File: config.mk
export PLATFORM = sky130hd
export DESIGN_NAME = apple2_slot_master
export DESIGN_NICKNAME = d
export VERILOG_FILES = /design/src/rtl/apple2_bus_pkg.sv /design/src/rtl/apple2_bus_timer.sv /design/src/rtl/apple2_slot_master.sv
export SDC_FILE = /design/constraint.sdc
export NUM_CORES = 1
export LEC_CHECK = 0
export CAP_MARGIN = 20
export CORE_UTILIZATION = 41
export CTS_CLUSTER_DIAMETER = 60
export DETAILED_ROUTE_END_ITERATION = 10
export PLACE_DENSITY_LB_ADDON = 0.3
export SETUP_SLACK_MARGIN = 0.3
export SLEW_MARGIN = 25
export SYNTH_ARGS = -nofsm -noshare
export SYNTH_HDL_FRONTEND = slang
export SYNTH_HIERARCHICAL = 1
export SYNTH_SLANG_ARGS = --single-unit
File: constraint.sdc
create_clock -name C7M -period 1.4 [get_ports C7M]
set_input_delay 0.21 -clock C7M [delete_from_list [all_inputs] [get_ports C7M]]
set_output_delay 0.21 -clock C7M [all_outputs]
set_load 0.02 [all_outputs]
File: src/rtl/apple2_bus_pkg.sv
// Shared phase encoding and slot address decode for the Apple II slot bus master.
// Consumed by apple2_bus_timer and apple2_slot_master.
package apple2_bus_pkg;

    typedef enum logic [2:0] {T1, T2, T3, T4, T5, T6, T7, T8} phase_t;

    localparam phase_t      PHI1_LAST   = T3;
    localparam phase_t      DOE_FIRST   = T5;
    localparam logic [11:0] DEVSEL_BASE = 12'hC08;
    localparam logic [7:0]  IOSEL_BASE  = 8'hC0;
    localparam logic [4:0]  IOSTRB_BASE = 5'b11001;

    function automatic logic is_devsel(input logic [2:0] slot, input logic [15:0] a);
        return a[15:4] == (DEVSEL_BASE + {9'd0, slot});
    endfunction

    function automatic logic is_iosel(input logic [2:0] slot, input logic [15:0] a);
        return a[15:8] == (IOSEL_BASE + {5'd0, slot});
    endfunction

    function automatic logic is_iostrb(input logic [15:0] a);
        return a[15:11] == IOSTRB_BASE;
    endfunction

endpackage

File: src/rtl/apple2_bus_timer.sv
// Bus cycle phase sequencer T1..T7, with an optional T8 every 65th cycle
// when TIMEMACHINE_LONGCYCLE_EN is defined.
module apple2_bus_timer
    import apple2_bus_pkg::*;
(
    input  logic       C7M,
    input  logic       nRES,
    output logic [2:0] phase,
    output logic       phi1,
    output logic       last_phase
);

    phase_t cur;
    logic   long_now;

    assign phase = cur;

`ifdef TIMEMACHINE_LONGCYCLE_EN
    localparam logic [6:0] LONG_CYCLE = 7'd64;
    logic [6:0] cyc_cnt;

    assign long_now = (cyc_cnt == LONG_CYCLE);

    // Counter advances as each cycle closes, so it names the cycle in progress.
    always_ff @(posedge C7M) begin
        if (!nRES)
            cyc_cnt <= '0;
        else if (last_phase)
            cyc_cnt <= long_now ? 7'd0 : cyc_cnt + 7'd1;
    end
`else
    assign long_now = 1'b0;
`endif

    // phi1 and last_phase are registered for the phase being entered.
    always_ff @(posedge C7M) begin
        if (!nRES) begin
            cur        <= T1;
            phi1       <= 1'b1;
            last_phase <= 1'b0;
        end else begin
            case (cur)
                T6: begin
                    cur        <= T7;
                    phi1       <= 1'b0;
                    last_phase <= !long_now;
                end
                T7: begin
                    if (long_now) begin
                        cur        <= T8;
                        phi1       <= 1'b0;
                        last_phase <= 1'b1;
                    end else begin
                        cur        <= T1;
                        phi1       <= 1'b1;
                        last_phase <= 1'b0;
                    end
                end
                T8: begin
                    cur        <= T1;
                    phi1       <= 1'b1;
                    last_phase <= 1'b0;
                end
                default: begin
                    cur        <= phase_t'(cur + 3'd1);
                    phi1       <= (cur < PHI1_LAST);
                    last_phase <= 1'b0;
                end
            endcase
        end
    end

endmodule

File: src/rtl/apple2_slot_master.sv
// Apple II slot bus initiator: request capture, strobe decode, data path and read response.
// Long cycles (T8 every 65th cycle) are enabled by TIMEMACHINE_LONGCYCLE_EN.
module apple2_slot_master
    import apple2_bus_pkg::*;
#(
    parameter int          SLOT      = 1,
    parameter logic [15:0] IDLE_ADDR = 16'h0000
) (
    input  logic        C7M,
    input  logic        nRES,
    input  logic        req_valid,
    output logic        req_ready,
    input  logic [15:0] req_addr,
    input  logic        req_we,
    input  logic [7:0]  req_wdata,
    output logic        rsp_valid,
    output logic [7:0]  rsp_rdata,
    output logic        PHI1,
    output logic [15:0] A,
    output logic        nWE,
    output logic [7:0]  Dout,
    output logic        Doe,
    input  logic [7:0]  Din,
    output logic        nDEVSEL,
    output logic        nIOSEL,
    output logic        nIOSTRB
);

    localparam logic [2:0] SLOT_ID = 3'(SLOT);

    logic [2:0] phase;
    logic       last_phase;
    phase_t     ph;
    logic       cur_rd, cur_wr, cur_dev, cur_ios, cur_strb;

    apple2_bus_timer u_timer (
        .C7M        (C7M),
        .nRES       (nRES),
        .phase      (phase),
        .phi1       (PHI1),
        .last_phase (last_phase)
    );

    assign ph        = phase_t'(phase);
    assign req_ready = last_phase;

    always_ff @(posedge C7M) begin
        if (!nRES) begin
            A         <= IDLE_ADDR;
            nWE       <= 1'b1;
            nDEVSEL   <= 1'b1;
            nIOSEL    <= 1'b1;
            nIOSTRB   <= 1'b1;
            Doe       <= 1'b0;
            Dout      <= 8'h00;
            rsp_valid <= 1'b0;
            rsp_rdata <= 8'h00;
            cur_rd    <= 1'b0;
            cur_wr    <= 1'b0;
            cur_dev   <= 1'b0;
            cur_ios   <= 1'b0;
            cur_strb  <= 1'b0;
        end else begin
            rsp_valid <= 1'b0;
            if (last_phase) begin
                // Closing edge of the cycle: finish the old access, launch the next.
                if (cur_rd) begin
                    rsp_valid <= 1'b1;
                    rsp_rdata <= Din;
                end
                A        <= req_valid ? req_addr : IDLE_ADDR;
                nWE      <= !(req_valid && req_we);
                cur_rd   <= req_valid && !req_we;
                cur_wr   <= req_valid && req_we;
                cur_dev  <= req_valid && is_devsel(SLOT_ID, req_addr);
                cur_ios  <= req_valid && is_iosel(SLOT_ID, req_addr);
                cur_strb <= req_valid && is_iostrb(req_addr);
                if (req_valid && req_we)
                    Dout <= req_wdata;
                nDEVSEL  <= 1'b1;
                nIOSEL   <= 1'b1;
                nIOSTRB  <= 1'b1;
                Doe      <= 1'b0;
            end else if (ph == PHI1_LAST) begin
                nDEVSEL <= !cur_dev;
                nIOSEL  <= !cur_ios;
                nIOSTRB <= !cur_strb;
            end else if (ph == phase_t'(DOE_FIRST - 3'd1)) begin
                Doe <= cur_wr;
            end
        end
    end

endmodule

# == Yosys cells after proc, flatten, opt, wreduce, memory -nomap -nowiden ==
# Cells that the tools add are included.
# classes
add_sub_neg,1
n_lt_le_gt_ge,1
eq_ne,8
mux,5
bitwise,2
n_reduce_logical,16
# op_table
cell,count
2-to-1 mux 16 bit,1
"== test 12 bit, second input constant",1
"== test 3 bit, second input constant",3
"== test 8 bit, second input constant",1
AND reduction 2 bit,4
"== test 3 x 2 -> 1 bit, second input constant",2
case mux 3 bit (2 select lines),1
"== test 5 bit, second input constant",1
logical AND 1 bit,5
zero test 1 bit,5
OR reduction 2 bit,2
"adder 3 x 1 -> 3 bit, second input constant",1
"< comparator 3 x 2 -> 1 bit, second input constant",1
2-to-1 mux 1 bit,2
NOT 1 bit,2
case mux 1 bit (2 select lines),1
# totals
regBits,48

# == Depth between registers and ports, before layout ==
# Gate-level depths: netlist of run 1.
# depth
word_depth,3
depth_mapped,5
mapped_depth_nobuf,4

# == Hierarchy ==
# The synthesis of run 1 kept the hierarchy.
# modules_own_cells
module,instances,cells_each,area_each_um2,seq_area_each_um2
apple2_slot_master,1,149,1508.9,860.8
apple2_bus_timer,1,20,222.7,100.1

# == Least setup slack after synthesis of run 1 ==
# Ideal clock, no wire load.
# synth_path
kind,register to register
startpoint,register u_timer.last_phase
endpoint,register cur_ios
setup_time_ps,117
arrival_time_ps,1113
required_ps,1283
setup_slack_ps,170
path_stages_with_launch,5
path_buffers,1
synth_period_minus_slack_ps,1230
path_cell_list,dfxtp_1 and3_1 buf_4 and4_4 a32o_1
# synth_rtl
item,line,text
"start, declared",apple2_bus_timer.sv:10,output logic last_phase
"start signal, assigned",apple2_bus_timer.sv:46,last_phase <= !long_now;
"end signal, assigned",apple2_slot_master.sv:76,"cur_ios <= req_valid && is_iosel(SLOT_ID, req_addr);"
"end, declared",apple2_slot_master.sv:34,"logic cur_rd, cur_wr, cur_dev, cur_ios, cur_strb;"

# == Final worst setup path of run 1 ==
# layout_path
startpoint,input req_valid
endpoint,register cur_ios
# layout_between
elab_chain_cells,1
# layout_lines
item,line,text
"start, declared",apple2_slot_master.sv:11,"input logic req_valid,"
logical AND 1 bit,apple2_slot_master.sv:76,
# Every way passes these cells.
# A chain may end at the register's enable or synchronous reset.

==> qor.yml, run 1 <==
outcome: "finished clean"
fin_crit_ps: 1100
met2_usage: 0.324
ys_warn_count: 6
drive_gt1_frac: 0.336
hold_violations: 0
cts-root-buf: "clkbuf_8"
grt_pass1_vias: 1425
fin_crit_sh: 0.782
power.leakage_uw: 0.00114
grt-ovfl-total: 0
setup_ws_ps: 305
avgSynthCellArea_sq_um: 10.2
drtPass1Iterations: 5
path_max_fanout: 3
min_delay_path_depth: 3
met3_usage: 0.0685
cp-end-kind: "flop"
max-vdd-ir-drop_uv: 603
reg2reg_depth: 4
layoutNonFillerInstCount: 306
maxCapViolCount: 0
dpl_cell_area_sq_um: 2580
die_width_um: 67.0
dp.cells: 292
drc_errors: 0
clockBufferDepth: 2
use_met1: 0.222
clk_latency_ps: 290
grt_max_degree: 18
fill_cells: 343
netlist_area_sq_um: 1730
fmax_mhz: 913
syn-num-nets: 209
crit_type: "primary input to flop"
slew_violations: 0
wire_per_inst_um: 13.7
grt_pass1_wl_mm: 6.37
via_per_inst: 5.07
yosysSeqAreaShare: 0.555
finClkSkew_ps: 5.19
areaGrowthSynthToFinish_pct: 52.0
setup.worst_path.start_class: "primary input"
antenna_found_initial: 0
critPathArrivalTime_ps: 1340
clk_pin_slew_worst_paths_ps: 80
final_cell_mix: "44 x dfxtp_1, 40 x buf_2, 34 x clkdlybuf4s50_1"
worst_pin_slew_ps: 250
pin_count: 76
hold_buffers: 0
whs_ps: 373
slew-limit-headroom: 0.832
yosysUniqueCellTypes: 30
setup_tns_ps: 0
powerDensity_nw_per_um2: 1030
regToRegSetupSlack_ps: 310
hp-class: "primary input to flop"
syn_inst: 169
cts.sinks: 48
register_area_sq_um: 976
port_buffers: 75
cts_tree: "built"
required_ps: 1640
multi_input_area_sq_um: 779
start_util: 0.430
grt-busiest-layer: "met2"
design_area_sq_um: 2630
final_nets: 295
die_h_um: 67.0
final_common_cell: "dfxtp_1"
wl_mm: 4.18
numCtsBuffers: 5
pre_cts_ws_ps: -23.3
drtAntennaViolNets: 0
drt_iter0_markers: 87
diodes: 0
fp-row-count: 23
dp_hpwl_mm: 2.89
die_area_sq_um: 4490
gp_congestion: 0.788
core-area_sq_um: 4030
synth-seq-cells: 48
grt_usage: 0.195
rsz0062_at_grt: "true"
cts_htree_levels: 2
final-setup-viol-count: 0
vias: 1551
## routing by layer
layer / vias to the layer above / wire length [um]
met3: 7 / 340
met5: - / 0
met2: 70 / 1940
met1: 707 / 1840
li1: 767 / -
met4: 0 / 59
## cells by family after synthesis
logic type	Yosys count	share of synthesized area
AO/OA/AOI/OAI	46	0.214
adder cells (fa/ha/maj)	4	0.0289
buffers and inverters	16	0.0441
flip-flops	48	0.555
multiplexers	1	0.00578
AND/OR/NAND/NOR	54	0.152
## timing repair
item,CTS,global route
setup endpoints to repair,53,27
gates cloned,0,1
resized for setup,167,27
setup buffers,2,3
pin swaps,1,8
## through the flow
stage	utilization	total power, uW
after floorplan	-	1630
after global placement	0.641	1810
after detailed placement	0.641	1810
after CTS	0.634	2690
after global routing	0.653	2860
final	0.653	2720
## where the power goes
group | total [uW] | internal, uW | switching [uW]
Sequential | 1450 | 1410 | 43.9
Combinational | 380 | 216 | 164
Clock | 889 | 458 | 431
## synth_stat cells
library cell | instances | share of area
and3_2 | 1 | 0.0043
nor2b_1 | 2 | 0.0072
nand2_1 | 29 | 0.063
and3_4 | 1 | 0.0065
a21boi_0 | 16 | 0.069
a22o_1 | 18 | 0.091
o211ai_1 | 4 | 0.017
buf_4 | 2 | 0.0087
nand3_1 | 9 | 0.026
and4_4 | 1 | 0.0065
clkbuf_2 | 1 | 0.0029
o21ai_0 | 2 | 0.0058
a32o_1 | 1 | 0.0058
a31o_2 | 1 | 0.0051
inv_1 | 5 | 0.011
nor2_1 | 3 | 0.0065
and4b_1 | 1 | 0.0058
and3_1 | 3 | 0.011
nand3b_1 | 1 | 0.0043
clkbuf_1 | 2 | 0.0043
mux2i_1 | 1 | 0.0058
buf_2 | 6 | 0.017
dfxtp_1 | 48 | 0.55
or3b_2 | 1 | 0.0051
a31o_1 | 2 | 0.010
a22oi_1 | 1 | 0.0043
ha_1 | 4 | 0.029
a21oi_2 | 1 | 0.0051
and2_1 | 1 | 0.0036
nor3_1 | 1 | 0.0029
## registers in the layout, indices dropped and copies added (netlist names), 3 cells and up
register,count
A,16
Dout,8
rsp_rdata,8
u_timer/phase,3
## worst max-delay path, cell delays in order
cell and delay (ps):
clkdlybuf4s50_1 530, and3_4 230, and4_4 220, a32o_1 150
## path summary, 6_finish.rpt
path                     from                to
max                 req_valid           cur_ios
min                      nRES      u_timer/phi1
min reg2reg           Dout[1]           Dout[1]
max reg2reg  u_timer/phase[1]  u_timer/phase[1]
## area by class of cell
class | instances | area share
inverters | 5 | 0.00713
well taps | 50 | 0.0238
multi-input cells | 105 | 0.296
repair buffers | 90 | 0.263
clock inverters | 1 | 0.00190
clock buffers | 7 | 0.0371
flip-flops and latches | 48 | 0.371
(Power assumes the default switching activity.)
==> run 2, diff against run 1 <==
clock period = 1.1 ns   (was 1.4 ns; I/O delays follow)
==> run 2 against run 1 <==
The flow now finishes with violations (setup timing); die area did not move; register-to-register slack worse by 340 ps; combinational power grew 49%; sequential share of layout area is 4.4 points lower; routed wire length rose by 16%; final area rose by 20%; largest power group unchanged.
==> qor.yml, run 2 (same netlist as run 1, synthesis figures left out) <==
reg2reg_depth: 3
slew-limit-headroom: 0.724
powerDensity_nw_per_um2: 1110
reg2reg_to: "cur_ios"
worst_hold_path.endpoint: "Dout[3]"
design_power_total_uw: 3500
fill_cells: 292
grt_pass1_vias: 1493
fin_crit_ps: 1130
final_nets: 309
register_area_sq_um: 1030
slew_violations: 0
r2r_start: "u_timer/last_phase"
p_sw_frac: 0.240
dp.cells: 298
path_max_fanout: 7
final_cell_mix: "47 x buf_6, 39 x dfxtp_2, 34 x clkdlybuf4s50_1"
fmax_mhz: 886
min_delay_path_depth: 3
pre_cts_ws_ps: -292
required_ps: 1330
wire_per_inst_um: 15.1
switchingPower_uw: 837
antenna_found_initial: 0
drt_iter0_markers: 52
rsz0062_at_grt: "true"
drive_gt1_frac: 0.604
internal-power_uw: 2660
dp_hpwl_mm: 2.98
drc_errors: 0
cts_tree: "built"
grt_max_degree: 14
hold_buffers: 0
grt_pass1_wl_mm: 7.15
hp-class: "primary input to flop"
critPathArrivalTime_ps: 1360
combPwrFrac: 0.162
clkPwrFrac: 0.305
clk_pin_slew_worst_paths_ps: 80
hold_violations: 0
whs_ps: 419
cts.sinks: 48
maxCapViolCount: 0
violations: "setup timing"
die_width_um: 67.0
fin_crit_sh: 1.03
die_h_um: 67.0
setup_tns_ps: -30.2
hp-start: "req_wdata[3]"
largest_register_ffs: 16
finClkSkew_ps: 2.02
multi_input_area_sq_um: 871
diodes: 0
core-area_sq_um: 4030
cp-end-kind: "flop"
crit_type: "flop to flop"
layoutNonFillerInstCount: 320
setup_ws_ps: -28.7
die_area_sq_um: 4490
wl_mm: 4.84
pwr-share-seq: 0.533
cts_htree_levels: 2
setup.worst_path.start_class: "flop"
via_per_inst: 5.11
largest-register: "A"
reg.largest.list: "A (16), Dout (8), rsp_rdata (8)"
fp-row-count: 23
drtPass1Iterations: 4
start_util: 0.430
final-setup-viol-count: 3
clockBufferDepth: 2
pin_count: 76
numCtsBuffers: 5
final_common_cell: "buf_6"
startpoint: "u_timer/last_phase"
port_buffers: 75
vias: 1636
cts-root-buf: "clkbuf_8"
clk_latency_ps: 290
grt_usage: 0.215
grt-ovfl-total: 0
regToRegSetupSlack_ps: -30
worst_pin_slew_ps: 411
power.leakage_uw: 0.00128
max-vdd-ir-drop_uv: 772
areaGrowthSynthToFinish_pct: 81.9
gp_congestion: 0.710
drtAntennaViolNets: 0
outcome: "finished, violations left"
==> run 2: worst max path at each step <==
stage / end / slack [ps] / depth (start not counted)
6_report: cur_ios / -30 / 3
5_1_grt: cur_ios / -70 / 3
4_1_cts: nIOSTRB / 7 / 3
3_5_place_dp: nWE / -290 / 4
3_3_place_gp: cur_ios / -270 / 4
2_1_floorplan: cur_ios / -5 / 4
==> run 2: worst max-delay path, cell delays in order (launching register included) <==
cell     delay [ps]
dfxtp_4         420
and3_4          240
and4_4          250
a32o_1          170
==> run 2: power by group through the flow <==
stage               registers [uW]  logic, uW  clock network (uW)
floorplan                     1910        174                   0
global route                  1870        605                1160
detailed placement            1880        452                   0
finish                        1860        565                1070
global placement              1880        441                   0
CTS                           1860        495                1080
==> run 2: through the flow <==
step	util	area, sq um
after floorplan	-	1790
after global placement	0.655	2640
after detailed placement	0.655	2640
after CTS	0.747	3010
after global routing	0.782	3150
final	0.782	3150
==> run 2: cell type report <==
class,instances,area share
clock buffers,8,0.0286
inverters,5,0.00596
multi-input cells,105,0.277
flip-flops and latches,48,0.327
well taps,50,0.0199
repair buffers,104,0.342
==> run 2: repair_timing <==
action,in CTS,in global routing
hold endpoints to repair,0,0
setup endpoints to repair,88,88
cloned,2,2
pin swaps,11,11
resized for setup,337,17
setup buffers,3,7
==> run 2: metal layers <==
layer,part of all wire,track usage,vias to the layer above
li1,-,-,793
met1,0.43,0.263,783
met2,0.51,0.365,56
met3,0.049,0.0479,4
met4,0.010,0.0798,0
met5,0,0,-
